<file path="src/rtl/mealy_seq_pkg.sv">
// mealy_seq_pkg
// Shared constants and types for the Mealy stream sequencer:
//   - detector state encodings ST_A..ST_E (3-bit, Gray-like)
//   - controller state enum ctrl_state_t (IDLE, SHIFT, DONE)
//   - WORD_W_DEF, the default serialised word width
package mealy_seq_pkg;

   localparam int WORD_W_DEF = 8;

   localparam logic [2:0] ST_A = 3'b000;
   localparam logic [2:0] ST_B = 3'b001;
   localparam logic [2:0] ST_C = 3'b011;
   localparam logic [2:0] ST_D = 3'b010;
   localparam logic [2:0] ST_E = 3'b100;

   typedef enum logic [1:0] {
      IDLE  = 2'd0,
      SHIFT = 2'd1,
      DONE  = 2'd2
   } ctrl_state_t;

endpackage

</file>
<file path="src/rtl/mealy_stream_sequencer_det_core.sv">
// mealy_det_core
// Five-state Mealy sequence detector: state register, next-state logic and
// the combinational output z.
// Ports:
//   clk    in   system clock
//   rst_n  in   synchronous active-low reset (state -> A)
//   clr    in   synchronous clear to A, has priority over step
//   step   in   advance the detector by one bit
//   x      in   serial input bit
//   state  out  current detector state encoding
//   z      out  Mealy output, combinational from state and x
//
// state | meaning
// A 000 | start / pattern restart
// B 001 | seen 0
// C 011 | seen 00 or 11; z when x=1
// D 010 | seen 1
// E 100 | seen 01 or 10; z when x=0
module mealy_det_core
   import mealy_seq_pkg::*;
(
   input  logic       clk,
   input  logic       rst_n,
   input  logic       clr,
   input  logic       step,
   input  logic       x,
   output logic [2:0] state,
   output logic       z
);

   logic [2:0] state_next;

   always_comb begin
      state_next = ST_A;
      case (state)
         ST_A:    state_next = x ? ST_D : ST_B;
         ST_B:    state_next = x ? ST_E : ST_C;
         ST_D:    state_next = x ? ST_C : ST_E;
         ST_C:    state_next = ST_A;
         ST_E:    state_next = ST_A;
         default: state_next = ST_A;
      endcase
   end

   assign z = ((state == ST_E) & ~x) | ((state == ST_C) & x);

   always_ff @(posedge clk) begin
      if (!rst_n) begin
         state <= ST_A;
      end else if (clr) begin
         state <= ST_A;
      end else if (step) begin
         state <= state_next;
      end
   end

endmodule

</file>
<file path="src/rtl/mealy_stream_sequencer.sv">
// mealy_stream_sequencer
// Shares one Mealy detector between two word requesters. Round-robin grant,
// LSB-first serialisation one bit per clock, saturating count of detector
// pulses, one-cycle result strobe with the owning requester ID.
// Optional build macro MEALY_CARRY_EN: detector state carries across words
// instead of being cleared to A on each accept.
// Ports:
//   clk                  in   system clock
//   rst_n                in   synchronous active-low reset
//   req0_valid/req0_data in   requester 0 word offer
//   req0_ready           out  requester 0 word accepted this cycle
//   req1_valid/req1_data in   requester 1 word offer
//   req1_ready           out  requester 1 word accepted this cycle
//   res_valid            out  one-cycle result strobe (DONE)
//   res_id               out  requester that owned the finished word
//   res_count            out  detector pulses over the word
//   busy                 out  high in SHIFT and DONE
//   det_state            out  current detector state encoding
//
// state | meaning
// IDLE  | waiting for a valid word; readies reflect the grant
// SHIFT | feeding WORD_W bits into the detector
// DONE  | result strobe for one cycle
module mealy_stream_sequencer
   import mealy_seq_pkg::*;
#(
   parameter  int WORD_W = WORD_W_DEF,
   localparam int CNT_W  = $clog2(WORD_W + 1)
) (
   input  logic              clk,
   input  logic              rst_n,
   input  logic              req0_valid,
   input  logic [WORD_W-1:0] req0_data,
   output logic              req0_ready,
   input  logic              req1_valid,
   input  logic [WORD_W-1:0] req1_data,
   output logic              req1_ready,
   output logic              res_valid,
   output logic              res_id,
   output logic [CNT_W-1:0]  res_count,
   output logic              busy,
   output logic [2:0]        det_state
);

   localparam int IDX_W = $clog2(WORD_W);

   ctrl_state_t       state;
   ctrl_state_t       state_next;
   logic              last_grant;
   logic [WORD_W-1:0] shreg;
   logic [IDX_W-1:0]  bit_idx;
   logic [CNT_W-1:0]  count;
   logic [CNT_W-1:0]  count_inc;
   logic              id_q;

   logic              grant0;
   logic              grant1;
   logic              accept;
   logic              step;
   logic              last_bit;
   logic              det_clr;
   logic              z;

   // Tie goes to whoever did not win last; last_grant resets to 1 so req0
   // wins the first tie.
   assign grant0   = req0_valid & (~req1_valid | last_grant);
   assign grant1   = req1_valid & (~req0_valid | ~last_grant);
   assign accept   = (state == IDLE) & (grant0 | grant1);

   assign req0_ready = (state == IDLE) & grant0;
   assign req1_ready = (state == IDLE) & grant1;

   assign step     = (state == SHIFT);
   assign last_bit = (bit_idx == IDX_W'(WORD_W - 1));
   assign res_valid = (state == DONE);
   assign busy      = (state == SHIFT) | (state == DONE);

   // Saturating increment; the ceiling is unreachable for legal WORD_W but
   // keeps the count from wrapping if the width is ever narrowed.
   assign count_inc = (z && (count != '1)) ? count + 1'b1 : count;

`ifdef MEALY_CARRY_EN
   assign det_clr = 1'b0;
`else
   assign det_clr = accept;
`endif

   mealy_det_core u_det (
      .clk   (clk),
      .rst_n (rst_n),
      .clr   (det_clr),
      .step  (step),
      .x     (shreg[0]),
      .state (det_state),
      .z     (z)
   );

   always_comb begin
      state_next = state;
      case (state)
         IDLE:    if (accept) state_next = SHIFT;
         SHIFT:   if (last_bit) state_next = DONE;
         DONE:    state_next = IDLE;
         default: state_next = IDLE;
      endcase
   end

   always_ff @(posedge clk) begin
      if (!rst_n) begin
         state      <= IDLE;
         last_grant <= 1'b1;
         shreg      <= '0;
         bit_idx    <= '0;
         count      <= '0;
         id_q       <= 1'b0;
         res_id     <= 1'b0;
         res_count  <= '0;
      end else begin
         state <= state_next;
         if (accept) begin
            shreg      <= grant1 ? req1_data : req0_data;
            id_q       <= grant1;
            last_grant <= grant1;
            count      <= '0;
            bit_idx    <= '0;
         end else if (step) begin
            shreg   <= shreg >> 1;
            bit_idx <= bit_idx + 1'b1;
            count   <= count_inc;
            // Result registers load on the edge into DONE and hold until the
            // next word finishes.
            if (last_bit) begin
               res_count <= count_inc;
               res_id    <= id_q;
            end
         end
      end
   end

endmodule

</file>
<file path="config.mk">
export PLATFORM = sky130hd
export DESIGN_NAME = mealy_stream_sequencer
export DESIGN_NICKNAME = d
export VERILOG_FILES = /design/src/rtl/mealy_seq_pkg.sv /design/src/rtl/mealy_stream_sequencer_det_core.sv /design/src/rtl/mealy_stream_sequencer.sv
export SDC_FILE = /design/constraint.sdc
export NUM_CORES = 1
export LEC_CHECK = 0
export ABC_AREA = 1
export BUFFER_PORTS_ARGS = -buffer_cell sky130_fd_sc_hd__buf_4
export CAP_MARGIN = 25
export CORE_ASPECT_RATIO = 0.7
export CORE_MARGIN = 2
export CORE_UTILIZATION = 33
export CTS_CLUSTER_SIZE = 24
export DETAILED_ROUTE_END_ITERATION = 8
export GPL_ROUTABILITY_DRIVEN = 0
export PLACE_DENSITY = 0.63
export SLEW_MARGIN = 20
export SYNTH_ARGS = -nofsm -noshare
export SYNTH_HDL_FRONTEND = slang
export SYNTH_SLANG_ARGS = --single-unit
export TNS_END_PERCENT = 1
</file>
<file path="constraint.sdc">
create_clock -name clk -period 1.6 [get_ports clk]
set_clock_uncertainty 0.15 [all_clocks]
set_input_delay 0.16 -clock clk [delete_from_list [all_inputs] [get_ports clk]]
set_output_delay 0.16 -clock clk [all_outputs]
set_load 0.05 [all_outputs]
</file>
==> qor.csv <==
stage;metric;value;unit
cts;clock_path_buffers;2;
grt;grt_overflow_total;0;
cts;cts-buffers-inserted;3;
grt;number_of_antenna_violations_at_the_first_check_in_global_routing;0;
logic_synthesis;yosys.area.top_type_share;0.335;
grt;grt_util_all_layers;0.139;
floorplanning;die_x;87.6;um
logic_synthesis;netlist_instances;240;
sta;grt_setup_unrepaired;true;
finish;areaGrowthSynthToFinish;26.9;%
cts;clock_insertion_delay_worst_skew;0.27;ns
routing;antenna_violating_nets_post_route;0;
routing;routed_wire_length_per_instance;10.2;um
logic_synthesis;synth-seq-area-share;0.335;
floorplanning;die-height;62.5;um
critical_path;worstSetupStartpointType;flip-flop;
sta;maxSlewViolCount;0;
logic_synthesis;yosysTopAreaCell;dfxtp_1;
routing;remaining_drc_errors;0;
logic_synthesis;synth_nets;267;
routing;drt_pre_antenna_iters;4;
grt;grt_first_pass_wirelength;6.20;mm
power;power_density;1440;nW/um2
placed_design;placed_cells_incl_taps;337;
grt;grt_start_max_net_pins;23;
logic_synthesis;synth_warnings;0;
floorplanning;row_count;21;
power;vdd_ir_drop_max;0.000902;V
sta;finalSetupViolations;0;
sta;fin_crit;1.55;ns
power;p_leak;0.000954;uW
grt;grt_pass1_vias;1365;
cts;clockRootBuffer;clkbuf_8;
cts;cts_tree;yes;
routing;routed_via_density;4.56;
finish;drive_above_1_share;0.217;
sta;final.period_utilization;0.969;
critical_path;timing.setup.critical_path_class;reg2out;
finish;insertedDiodeCount;0;
sta;max_freq;645;MHz
sta;slew_at_the_pin_with_the_worst_max_slew_slack;0.371;ns
critical_path;sort_of_element_at_the_end_of_the_critical_path;primary output;
finish;final_cell_area;2050;um2
floorplanning;floorplan.initialDensity;0.339;
cts;clk_transition_reported_paths;0.08;ns
critical_path;worstPathRequired;1.29;ns
critical_path;worst_ep_arrival_time;1.24;ns
critical_path;path_max_fanout;5;
finish;finalNonFillerCells;345;
cts;postCtsHoldBufs;0;
min_path;timing.hold.worst.class;in2reg;
cts;cts_htree_levels;1;
routing;drt_iter0_drc;68;
placed_design;port_buffer_cells;31;
routing;routed-via-count;1574;
placed_design;placement.cell_area;1930;um2
floorplanning;core_region_area;4760;um2
routing;totalWireLength;3.54;mm
flow_run;drv.max_cap_violation_count;0;
placed_design;detailed_placer_s_ending_hpwl;2.69;mm
run_status;status;finished clean;
floorplanning;total_die_area;5480;um2
sta;report.final.hold_viol_count;0;
logic_synthesis;netlist-cell-type-count;26;
cts;clock_sink_count;27;
logic_synthesis;synth.cell_area;1610;um2
logic_synthesis;ys_seq_elements;27;
floorplanning;floorplan.io_pins;32;
logic_synthesis;synth.top_cells.by_area;dfxtp_1 (33%), nand2_1 (16%), nor2_1 (7.7%);
logic_synthesis;syn_avg_cell_area;6.73;um2
finish;layout.nets;304;
sta;relSlewSlack;0.753;
## cells in the final DEF (no fill, tap or decap), drive strengths merged
cell      count
clkinvlp      2
nand3b        5
nand4         4
nand3        24
nor3b         1
inv          26
nor2         34
clkbuf        4
a21oi        14
and3          1
buf          36
xnor2         1
clkinv        1
or2           1
o21ai         7
ha            7
o211ai        3
nand2        75
dfxtp        27
nor3          3
## per-stage QoR
step / TNS, ns / hold slack (ns) / total power [uW] / utilization / worst slack, ns
floorplan: -0.00737 / 0.249 / 2150 / - / -0.00737
global placement: 0 / 0.299 / 2470 / 0.406 / 0.0845
detailed placement: 0 / 0.309 / 2480 / 0.406 / 0.0495
CTS: -0.000873 / 0.0317 / 2910 / 0.421 / -0.000873
global route: -0.125 / 0.0500 / 3220 / 0.431 / -0.0286
finish: 0 / 0.0518 / 2940 / 0.431 / 0.0495
## cell usage after synthesis
library cell / n
nand2_1: 70
nor2_1: 33
dfxtp_1: 27
inv_1: 25
nand3_1: 21
a21oi_1: 13
ha_1: 7
o21ai_0: 7
nand3b_1: 5
nand4_1: 4
clkbuf_1: 3
nand2_2: 3
nand3_4: 3
nor3_1: 3
o211ai_1: 3
clkinv_1: 2
nand2_4: 2
a21oi_4: 1
and3_1: 1
buf_2: 1
buf_6: 1
inv_4: 1
nor2_8: 1
nor3b_1: 1
or2_2: 1
xnor2_1: 1
## final cells by class
type                            count  area, um2
Clock buffer                        4       45.0
Fill cell                         498       2710
Sequential cell                    27        543
Multi-Input combinational cell    180        970
Tap cell                           69       86.3
Timing Repair inverter              1       5.00
Timing Repair Buffer               36        285
Inverter                           28        114
## sequential cells by signal (all words and copies together), names as in the netlist
name,cells
id_q,1
bit_idx,3
last_grant,1
shreg,8
state,2
u_det.state,3
count,4
res_id,1
res_count,4
## worst max-delay path: stages, from the launching register on
cell	delay (ns)
dfxtp_2	0.34
inv_2	0.09
ha_4	0.19
nand2_2	0.07
a21oi_4	0.12
buf_6	0.17
## layer usage
layer | wire, um | track usage | vias to the layer above
li1 | - | - | 846
met1 | 1830 | 0.210 | 698
met2 | 1540 | 0.204 | 28
met3 | 151 | 0.0317 | 2
met4 | 14 | 0.0231 | 0
met5 | 0 | 0 | -
## kinds of logic after synthesis
logic type      share of synthesized area
buf+inv                            0.0837
fa+ha+maj                          0.0543
simple gates                        0.436
compound gates                     0.0860
xor+xnor                          0.00543
flops                               0.335
## final timing paths
check / from / end / slack [ns] / depth (start not counted)
worst max-delay path: state[0] / req0_ready / 0.05 / 5
worst min-delay path: rst_n / last_grant / 0.05 / 2
worst max register to register: bit_idx[0] / res_count[3] / 0.11 / 8
worst min register to register: shreg[6] / shreg[6] / 0.32 / 2
## power by group
group	internal, uW	switching, uW
clock	178	199
sequential	821	127
combinational	597	1020
## what timing repair did
action                                  CTS  global route
pin swaps                                 0             1
hold endpoints to repair                  0             0
setup buffers                             3             0
gates cloned                              0             1
resized for setup                         1            12
endpoints found under the setup margin    2            23
Power figures use the tool's default switching activity.
